==> config.mk <==
export PLATFORM = sky130hd
export DESIGN_NAME = apb_slv_regfile
export DESIGN_NICKNAME = d
export VERILOG_FILES = /design/src/rtl/apb_slv_regfile.sv
export SDC_FILE = /design/constraint.sdc
export NUM_CORES = 1
export LEC_CHECK = 0
export ABC_AREA = 1
export CAP_MARGIN = 20
export CORE_MARGIN = 1.5
export CORE_UTILIZATION = 35
export DETAILED_ROUTE_END_ITERATION = 7
export GPL_TIMING_DRIVEN = 0
export PLACE_DENSITY_LB_ADDON = 0.3
export SLEW_MARGIN = 20
export SYNTH_ARGS = -nofsm -noshare
export SYNTH_HDL_FRONTEND = slang
export SYNTH_SLANG_ARGS = --single-unit
==> constraint.sdc <==
create_clock -name Pclk -period 2.86 [get_ports Pclk]
set_clock_uncertainty 0.2 [all_clocks]
set_input_delay 0.429 -clock Pclk [delete_from_list [all_inputs] [get_ports Pclk]]
set_output_delay 0.429 -clock Pclk [all_outputs]
set_load 0.005 [all_outputs]
==> src/rtl/apb_slv_regfile.sv <==
// -----------------------------------------------------------------------------
// apb_slv_regfile
//
// Small APB-style register file for housekeeping and configuration. It holds
// NUM_REGS-2 read/write words, a saturating 16-bit error counter and a
// constant ID word. Every transfer is stretched by WAIT_CYCLES access cycles
// with P_ready low.
//
// Ports
//   Pclk      in   1   clock, rising edge
//   Prst      in   1   asynchronous reset, active low
//   Paddr     in  32   byte address, decoded live every cycle
//   PSELx     in   1   slave select
//   P_en      in   1   enable, high during the access phase
//   P_WR      in   1   1 = write, 0 = read
//   PWdata    in  32   write data
//   PRdata    out 32   read data, zero unless a clean read is completing
//   P_ready   out  1   transfer completion
//   P_slverr  out  1   error response, only while P_ready is high
//
// Register map (word index from BASE_ADDR)
//   0 .. NUM_REGS-3   RW   general purpose
//   NUM_REGS-2        RO   ERRCNT, 16-bit, zero-extended
//   NUM_REGS-1        RO   ID = 32'hA9B0_0001
//
// FSM
//   state     | meaning
//   ----------+---------------------------------------------------------------
//   ST_IDLE   | no transfer in flight; a setup cycle loads wcnt and moves on
//   ST_ACCESS | access phase; P_ready = (wcnt == 0); completes on P_en edge
// -----------------------------------------------------------------------------
module apb_slv_regfile #(
   parameter logic [31:0] BASE_ADDR   = 32'h0000_A000,
   parameter int          NUM_REGS    = 16,
   parameter int          WAIT_CYCLES = 1
) (
   input  logic        Pclk,
   input  logic        Prst,
   input  logic [31:0] Paddr,
   input  logic        PSELx,
   input  logic        P_en,
   input  logic        P_WR,
   input  logic [31:0] PWdata,
   output logic [31:0] PRdata,
   output logic        P_ready,
   output logic        P_slverr
);

   localparam int                 NUM_RW     = NUM_REGS - 2;
   localparam int                 IDX_W      = $clog2(NUM_REGS);
   localparam logic [32:0]        END_ADDR   = {1'b0, BASE_ADDR} + 33'(4 * NUM_REGS);
   localparam logic [IDX_W-1:0]   IDX_ERRCNT = IDX_W'(NUM_REGS - 2);
   localparam logic [IDX_W-1:0]   IDX_ID     = IDX_W'(NUM_REGS - 1);
   localparam logic [31:0]        ID_VALUE   = 32'hA9B0_0001;
   localparam logic [3:0]         WAIT_INIT  = 4'(WAIT_CYCLES);

   typedef enum logic {
      ST_IDLE   = 1'b0,
      ST_ACCESS = 1'b1
   } state_t;

   state_t      state_q;
   state_t      state_d;
   logic [3:0]  wcnt_q;
   logic [3:0]  wcnt_d;
   logic        complete;

   logic [31:0] regs_q [NUM_RW];
   logic [15:0] errcnt_q;

   // ---------------------------------------------------------------------------
   // Address decode (live Paddr)
   // ---------------------------------------------------------------------------
   logic [31:0]      offset;
   logic [IDX_W-1:0] idx;
   logic             below_base;
   logic             past_end;
   logic             misaligned;
   logic             addr_err;
   logic             wr_ro_err;
   logic             err;
   logic             unused_offset;

   assign offset     = Paddr - BASE_ADDR;
   assign idx        = offset[IDX_W+1:2];
   // Only the word-index bits of the offset matter once the range is checked.
   assign unused_offset = ^{offset[31:IDX_W+2], offset[1:0]};

   assign below_base = (Paddr < BASE_ADDR);
   assign past_end   = ({1'b0, Paddr} >= END_ADDR);
   assign misaligned = |Paddr[1:0];
   assign addr_err   = below_base | past_end | misaligned;
   // The two read-only words sit at the top of the map.
   assign wr_ro_err  = P_WR & ~addr_err & (idx >= IDX_ERRCNT);
   assign err        = addr_err | wr_ro_err;

   // ---------------------------------------------------------------------------
   // FSM
   // ---------------------------------------------------------------------------
   always_ff @(posedge Pclk or negedge Prst) begin
      if (!Prst) begin
         state_q <= ST_IDLE;
         wcnt_q  <= 4'd0;
      end else begin
         state_q <= state_d;
         wcnt_q  <= wcnt_d;
      end
   end

   always_comb begin
      state_d  = state_q;
      wcnt_d   = wcnt_q;
      complete = 1'b0;
      case (state_q)
         ST_IDLE: begin
            // P_en high without a preceding setup is ignored.
            if (PSELx && !P_en) begin
               state_d = ST_ACCESS;
               wcnt_d  = WAIT_INIT;
            end
         end
         ST_ACCESS: begin
            if (!PSELx) begin
               // Master abandoned the transfer: nothing commits, nothing counts.
               state_d = ST_IDLE;
            end else if (P_en) begin
               if (wcnt_q != 4'd0) begin
                  wcnt_d = wcnt_q - 4'd1;
               end else begin
                  complete = 1'b1;
                  state_d  = ST_IDLE;
               end
            end
         end
         default: begin
            state_d = ST_IDLE;
         end
      endcase
   end

   assign P_ready  = (state_q == ST_ACCESS) && (wcnt_q == 4'd0);
   assign P_slverr = P_ready & err;

   // ---------------------------------------------------------------------------
   // Register storage
   // ---------------------------------------------------------------------------
   always_ff @(posedge Pclk or negedge Prst) begin
      if (!Prst) begin
         for (int i = 0; i < NUM_RW; i++) begin
            regs_q[i] <= 32'h0;
         end
      end else if (complete && !err && P_WR) begin
         // err already excludes the read-only words, so idx is an RW slot here.
         for (int i = 0; i < NUM_RW; i++) begin
            if (idx == IDX_W'(i)) begin
               regs_q[i] <= PWdata;
            end
         end
      end
   end

   always_ff @(posedge Pclk or negedge Prst) begin
      if (!Prst) begin
         errcnt_q <= 16'h0;
      end else if (complete && err && (errcnt_q != 16'hFFFF)) begin
         errcnt_q <= errcnt_q + 16'd1;
      end
   end

   // ---------------------------------------------------------------------------
   // Read path; ERRCNT reads its registered value, i.e. the pre-increment count
   // when the same transfer is the one being counted.
   // ---------------------------------------------------------------------------
   logic [31:0] rd_data;

   always_comb begin
      rd_data = 32'h0;
      if (idx == IDX_ID) begin
         rd_data = ID_VALUE;
      end else if (idx == IDX_ERRCNT) begin
         rd_data = {16'h0, errcnt_q};
      end else begin
         for (int i = 0; i < NUM_RW; i++) begin
            if (idx == IDX_W'(i)) begin
               rd_data = regs_q[i];
            end
         end
      end
   end

   assign PRdata = (P_ready && !P_WR && !err) ? rd_data : 32'h0;

endmodule

Yosys cells after proc, flatten, opt, wreduce, memory -nomap -nowiden

Index checks and enable logic that the tools add are counted.

Equal/unequal tests: 20
Muxes and demuxes: 31
Bitwise operators: 8
Magnitude comparators: 3
Add/sub/neg operators: 3
Reduce and logical (&&, ||, !) cells: 30

Operators with widths:

| cell                    | number |
|---|---|
| $mux W32                | 17 |
| $eq A4 B4 Y1 const B    | 8 |
| $ge A32 B16 Y1 const B  | 1 |
| $lt A32 B16 Y1 const B  | 1 |
| $reduce_and A2 Y1       | 14 |
| $add A16 B1 Y16 const B | 1 |
| $eq A4 B3 Y1 const B    | 4 |
| $mux W4                 | 4 |
| $ne A16 B16 Y1 const B  | 1 |
| $eq A4 B2 Y1 const B    | 2 |
| $logic_and A1 B1 Y1     | 8 |
| $logic_not A4 Y1        | 2 |
| $mux W1                 | 8 |
| $pmux W4 S2             | 1 |
| $ne A2 B2 Y1 const B    | 3 |
| $sub A6 B1 Y6 const B   | 1 |
| $eq A4 B1 Y1 const B    | 1 |
| $ge A4 B4 Y1 const B    | 1 |
| $reduce_and A4 Y1       | 1 |
| $reduce_bool A4 Y1      | 1 |
| $sub A4 B1 Y4 const B   | 1 |
| $and A1 B1 Y1           | 3 |
| $logic_not A1 Y1        | 3 |
| $or A1 B1 Y1            | 3 |
| other kinds (4)         | 5 |

Bits in registers: 469
Output and inout port bits: 34

Depth between registers and ports, before layout

Depth after elaboration: 19
Mapped depth: 15
Mapped depth without buffers: 14

Worst setup path before layout

Ideal clock, no wire load.

Path kind: register to output
Start point: register wcnt_q[0]
End point: output PRdata[12]
Arrival: 1.874 ns
Required time: 2.231 ns
Setup slack: 0.357 ns
Cell stages (with the launch flop): 16
Buffers on the path: 1
Path through: dfrtp_1 > inv_1 > ha_1 > nand2_1 > nor2_2 > inv_2 > nor2_2 > inv_2 > nor3_1 > nand2_1 > inv_1 > nand2_1 > buf_2 > a21oi_1 > nand2_1 > inv_1

Longest elaborated chain between the ends: 5

RTL lines:

| item                              | RTL line | source |
|---|---|---|
| start: declaration                | 64       | `logic [3:0] wcnt_q;` |
| start signal: assignment          | 106      | `wcnt_q <= wcnt_d;` |
| $logic_not A4 Y1                  | 141      | `assign P_ready = (state_q == ST_ACCESS) && (wcnt_q == 4'd0);` |
| $logic_and A1 B1 Y1               | 141      |  |
| net P_ready                       | 45       | `output logic P_ready,` |
| $logic_and A1 B1 Y1 (2 in series) | 191      | `assign PRdata = (P_ready && !P_WR && !err) ? rd_data : 32'h0;` |
| $mux W32                          | 191      |  |
| end: declaration                  | 44       | `output logic [31:0] PRdata,` |

The timed path passes the listed nets, and every way through them passes these cells.

Final worst setup path

Start point: register wcnt_q[1]
End point: output PRdata[30]

Longest elaborated chain between the ends: 5

RTL lines:

| item                              | RTL line |
|---|---|
| $logic_not A4 Y1                  | 141 |
| $logic_and A1 B1 Y1               | 141 |
| $logic_and A1 B1 Y1 (2 in series) | 191 |
| $mux W32                          | 191 |

Every way passes these cells.

==> reports/results.tsv <==
stage	metric	value	unit
cells_and_area	final_core_util	0.432	
setup_path	worstPathCellList	inv_2 > ha_4 > nand2_4 > nor2_4 > inv_2 > nor2_4 > inv_2 > nor3_2 > nand2_2 > inv_4 > buf_4 > nand2_8 > buf_4 > nor2_2 > nand2_1 > inv_1 > clkbuf_2	
global_routing	antenna_found_initial	1	
cells_and_area	final_cell_area	0.0268	sq mm
setup_path	crit_family	simple AND/OR/NAND/NOR gates	
floorplanning	die-height	254	um
pwr	power.density	531	mW/mm^2
floorplanning	core_region_area	0.0621	sq mm
clock_network	clkSinkCount	469	
clock_network	cts_tree	built	
clock_network	htree_levels	2	
synth	synth_xor_area_frac	0.00515	
min_path	hp-class	in2async	
sta	rsz0062_at_grt	yes	
cells_and_area	layout_commonest_cell	nand2_1	
setup_path	cp_num_buf_inv	8	
sta	tightestPinTransition	0.824	ns
placed_design	dp.cells	3592	
cells_and_area	synthToLayoutAreaGrowth	21.1	%
setup_path	start_kind	flip-flop	
setup_path	max_stage_delay	0.39	ns
floorplanning	die-area	0.0647	sq mm
global_routing	grt_pass1_vias	18600	
synth	syn_area_per_cell	8.36	sq um
synth	syn_inst	2648	
setup_path	startpoint	wcnt_q[1]	
clock_network	max-clock-path-buffers	3	
routing	drt_first_pass_iters	5	
sta	fin_ws	-0.415	ns
synth	ys_seq_area_frac	0.530	
outcome	status	complete, but fails checks	
synth	synth_compound_area_frac	0.133	
cells_and_area	stdcell_count	3720	
synth	ys_types	34	
pwr	power_leakage	12.3	nW
placed_design	dp_hpwl	50000	um
sta	max_freq	305	MHz
clock_network	cts_buffers	51	
setup_path	arrival	2.65	ns
clock_network	clk_pin_slew	0.06	ns
setup_path	required	2.23	ns
routing	wirelength	66200	um
global_routing	grt_usage	0.208	
synth	synth_warnings	0	
cells_and_area	final_cell_mix	nand2_1, dfrtp_1, o21ai_1, inv_1, o21ai_0	
setup_path	path_common_cell	inv_2	
global_routing	grt-ovfl-total	0	
routing	drcViolationCount	0	
synth	synth_area	0.0221	sq mm
synth	synthSimpleGateAreaFrac	0.250	
pwr	peakVddDrop	362	uV
placed_design	io_buffers	102	
sta	fin_crit_sh	1.15	
setup_path	r2r_start	wcnt_q[1]	
synth	ys_ff_latch	469	
job	max-cap-violations	0	
synth	synth_nets	2719	
sta	finalCriticalPeriod	3.28	ns
setup_path	cp_max_fo	8	
sta	tns	-10.29	ns
cells_and_area	drive_gt1_frac	0.173	
floorplanning	dieWidth	254	um
clock_network	worstSkewPairLatency	0.59	ns
routing	vias	18800	
routing	drt_iter0_drc	1657	
placed_design	placed_area	0.0243	sq mm
cells_and_area	nNetsFinal	2921	
sta	finalHoldViolations	0	
routing	ant_nets	0	
setup_path	slowest_stage	dfrtp_1	
floorplanning	io_pins	103	
sta	holdWs	0.157	ns
placed_design	place.gp.congestion	0.886	
cells_and_area	n_antenna_cell	0	
sta	slew_headroom	0.451	
clock_network	clock-root-buffer	clkbuf_16	
routing	via_per_inst	5.05	
sta	maxSlewViolCount	0	
synth	synth_mux_area_frac	0	
synth	synthAdderAreaFrac	0.00113	
setup_path	path_class	reg2out	
synth	synth_top_family_by_area	simple AND/OR/NAND/NOR gates	
outcome	violations	negative setup slack	
sta	setup_violations	32	
global_routing	grt_max_degree	98	
floorplanning	start_util	0.357	
setup_path	end_kind	output port	
setup_path	r2r_slack	0.16	ns
routing	wl_per_cell	17.8	um
floorplanning	rows	91	
global_routing	grt_pass1_wl	104000	um
-- per-stage QoR --
stage                     setup WS [ns]  total power, mW
after CTS                        -0.478             14.3
final                            -0.415             14.2
after detailed placement          -2.12             7.70
after floorplan                   0.357             7.21
after global placement           -19.11             7.67
after global routing             -0.584             14.7
-- path summary, 6_finish.rpt --
kind / endpoint / depth (start not counted)
setup / recovery: PRdata[30] / 17
hold / removal: regs_q[30] / 2
setup reg to reg: regs_q[25] / 16
hold reg to reg: regs_q[43] / 2
max in group asynchronous: regs_q[396] / 4
min in group Pclk: state_q / 3
-- final cells by class --
type | count | area (sq um)
Buffer | 165 | 1260
Clock buffer | 77 | 1540
Clock inverter | 9 | 110
Fill cell | 6127 | 35300
Inverter | 178 | 679
Multi-Input combinational cell | 1836 | 9010
Sequential cell | 469 | 11700
Tap cell | 837 | 1050
Timing Repair Buffer | 149 | 1410
-- state kept, by name, summed over array words and instances, names as in the netlist --
| signal | cells |
|---|---|
| errcnt_q | 16 |
| regs_q | 448 |
| state_q | 1 |
| wcnt_q | 4 |
-- routing by layer --
layer | global-route usage | share of wire | up-vias
met5 | 0 | 0 | -
met3 | 0.0211 | 0.042 | 98
met4 | 0.0643 | 0.023 | 0
met1 | 0.271 | 0.43 | 9306
met2 | 0.364 | 0.51 | 453
li1 | - | - | 8942
-- Yosys cell counts (all sizes together) --
master	count	area, sq um
clkinv	2	7.51
nand3	65	325
xnor2	3	26.3
a21oi	65	325
nor3b	1	7.51
inv	176	661
o211ai	1	7.51
nor4	4	40.0
nand4	78	494
or2	49	307
ha	2	25.0
nor4b	1	15.0
and3	2	12.5
buf	69	736
xor2	10	87.6
nor2	155	599
o21ai	465	2620
nand2	919	3650
dfrtp	469	11700
nor3	12	60.1
nand3b	4	30.0
clkbuf	96	360
-- what timing repair did --
item | CTS | global route
endpoints found under the setup margin | 496 | 41
setup buffers | 28 | 12
pin swaps | 29 | 9
gates resized for setup | 297 | 40
hold endpoints to repair | 55 | 0
hold buffers | 1 | 0
cloned | 1 | 0
-- cells by family (layout without fill, tap and decap cells) --
kind of cell             Yosys count  in the layout
AO/OA/AOI/OAI                    531            531
XOR/XNOR                          13             13
adder cells (fa/ha/maj)            2              2
buffers and inverters            343            578
flip-flops                       469            469
AND/OR/NAND/NOR                 1290           1290
-- worst register-to-register path: cells and delay by family (launching register included) --
family,cells,cell delay [ns]
AND/OR/NAND/NOR,6,0.71
buffers and inverters,8,1.05
adder cells (fa/ha/maj),1,0.14
flip-flops,1,0.39
AO/OA/AOI/OAI,1,0.06
-- power by group --
group          internal (mW)  switching [mW]  leakage (nW)
sequential              6.69          0.0560          6.53
clock                   3.85            2.69         0.814
combinational          0.286           0.647          4.92
Power figures use the tool's default switching activity.
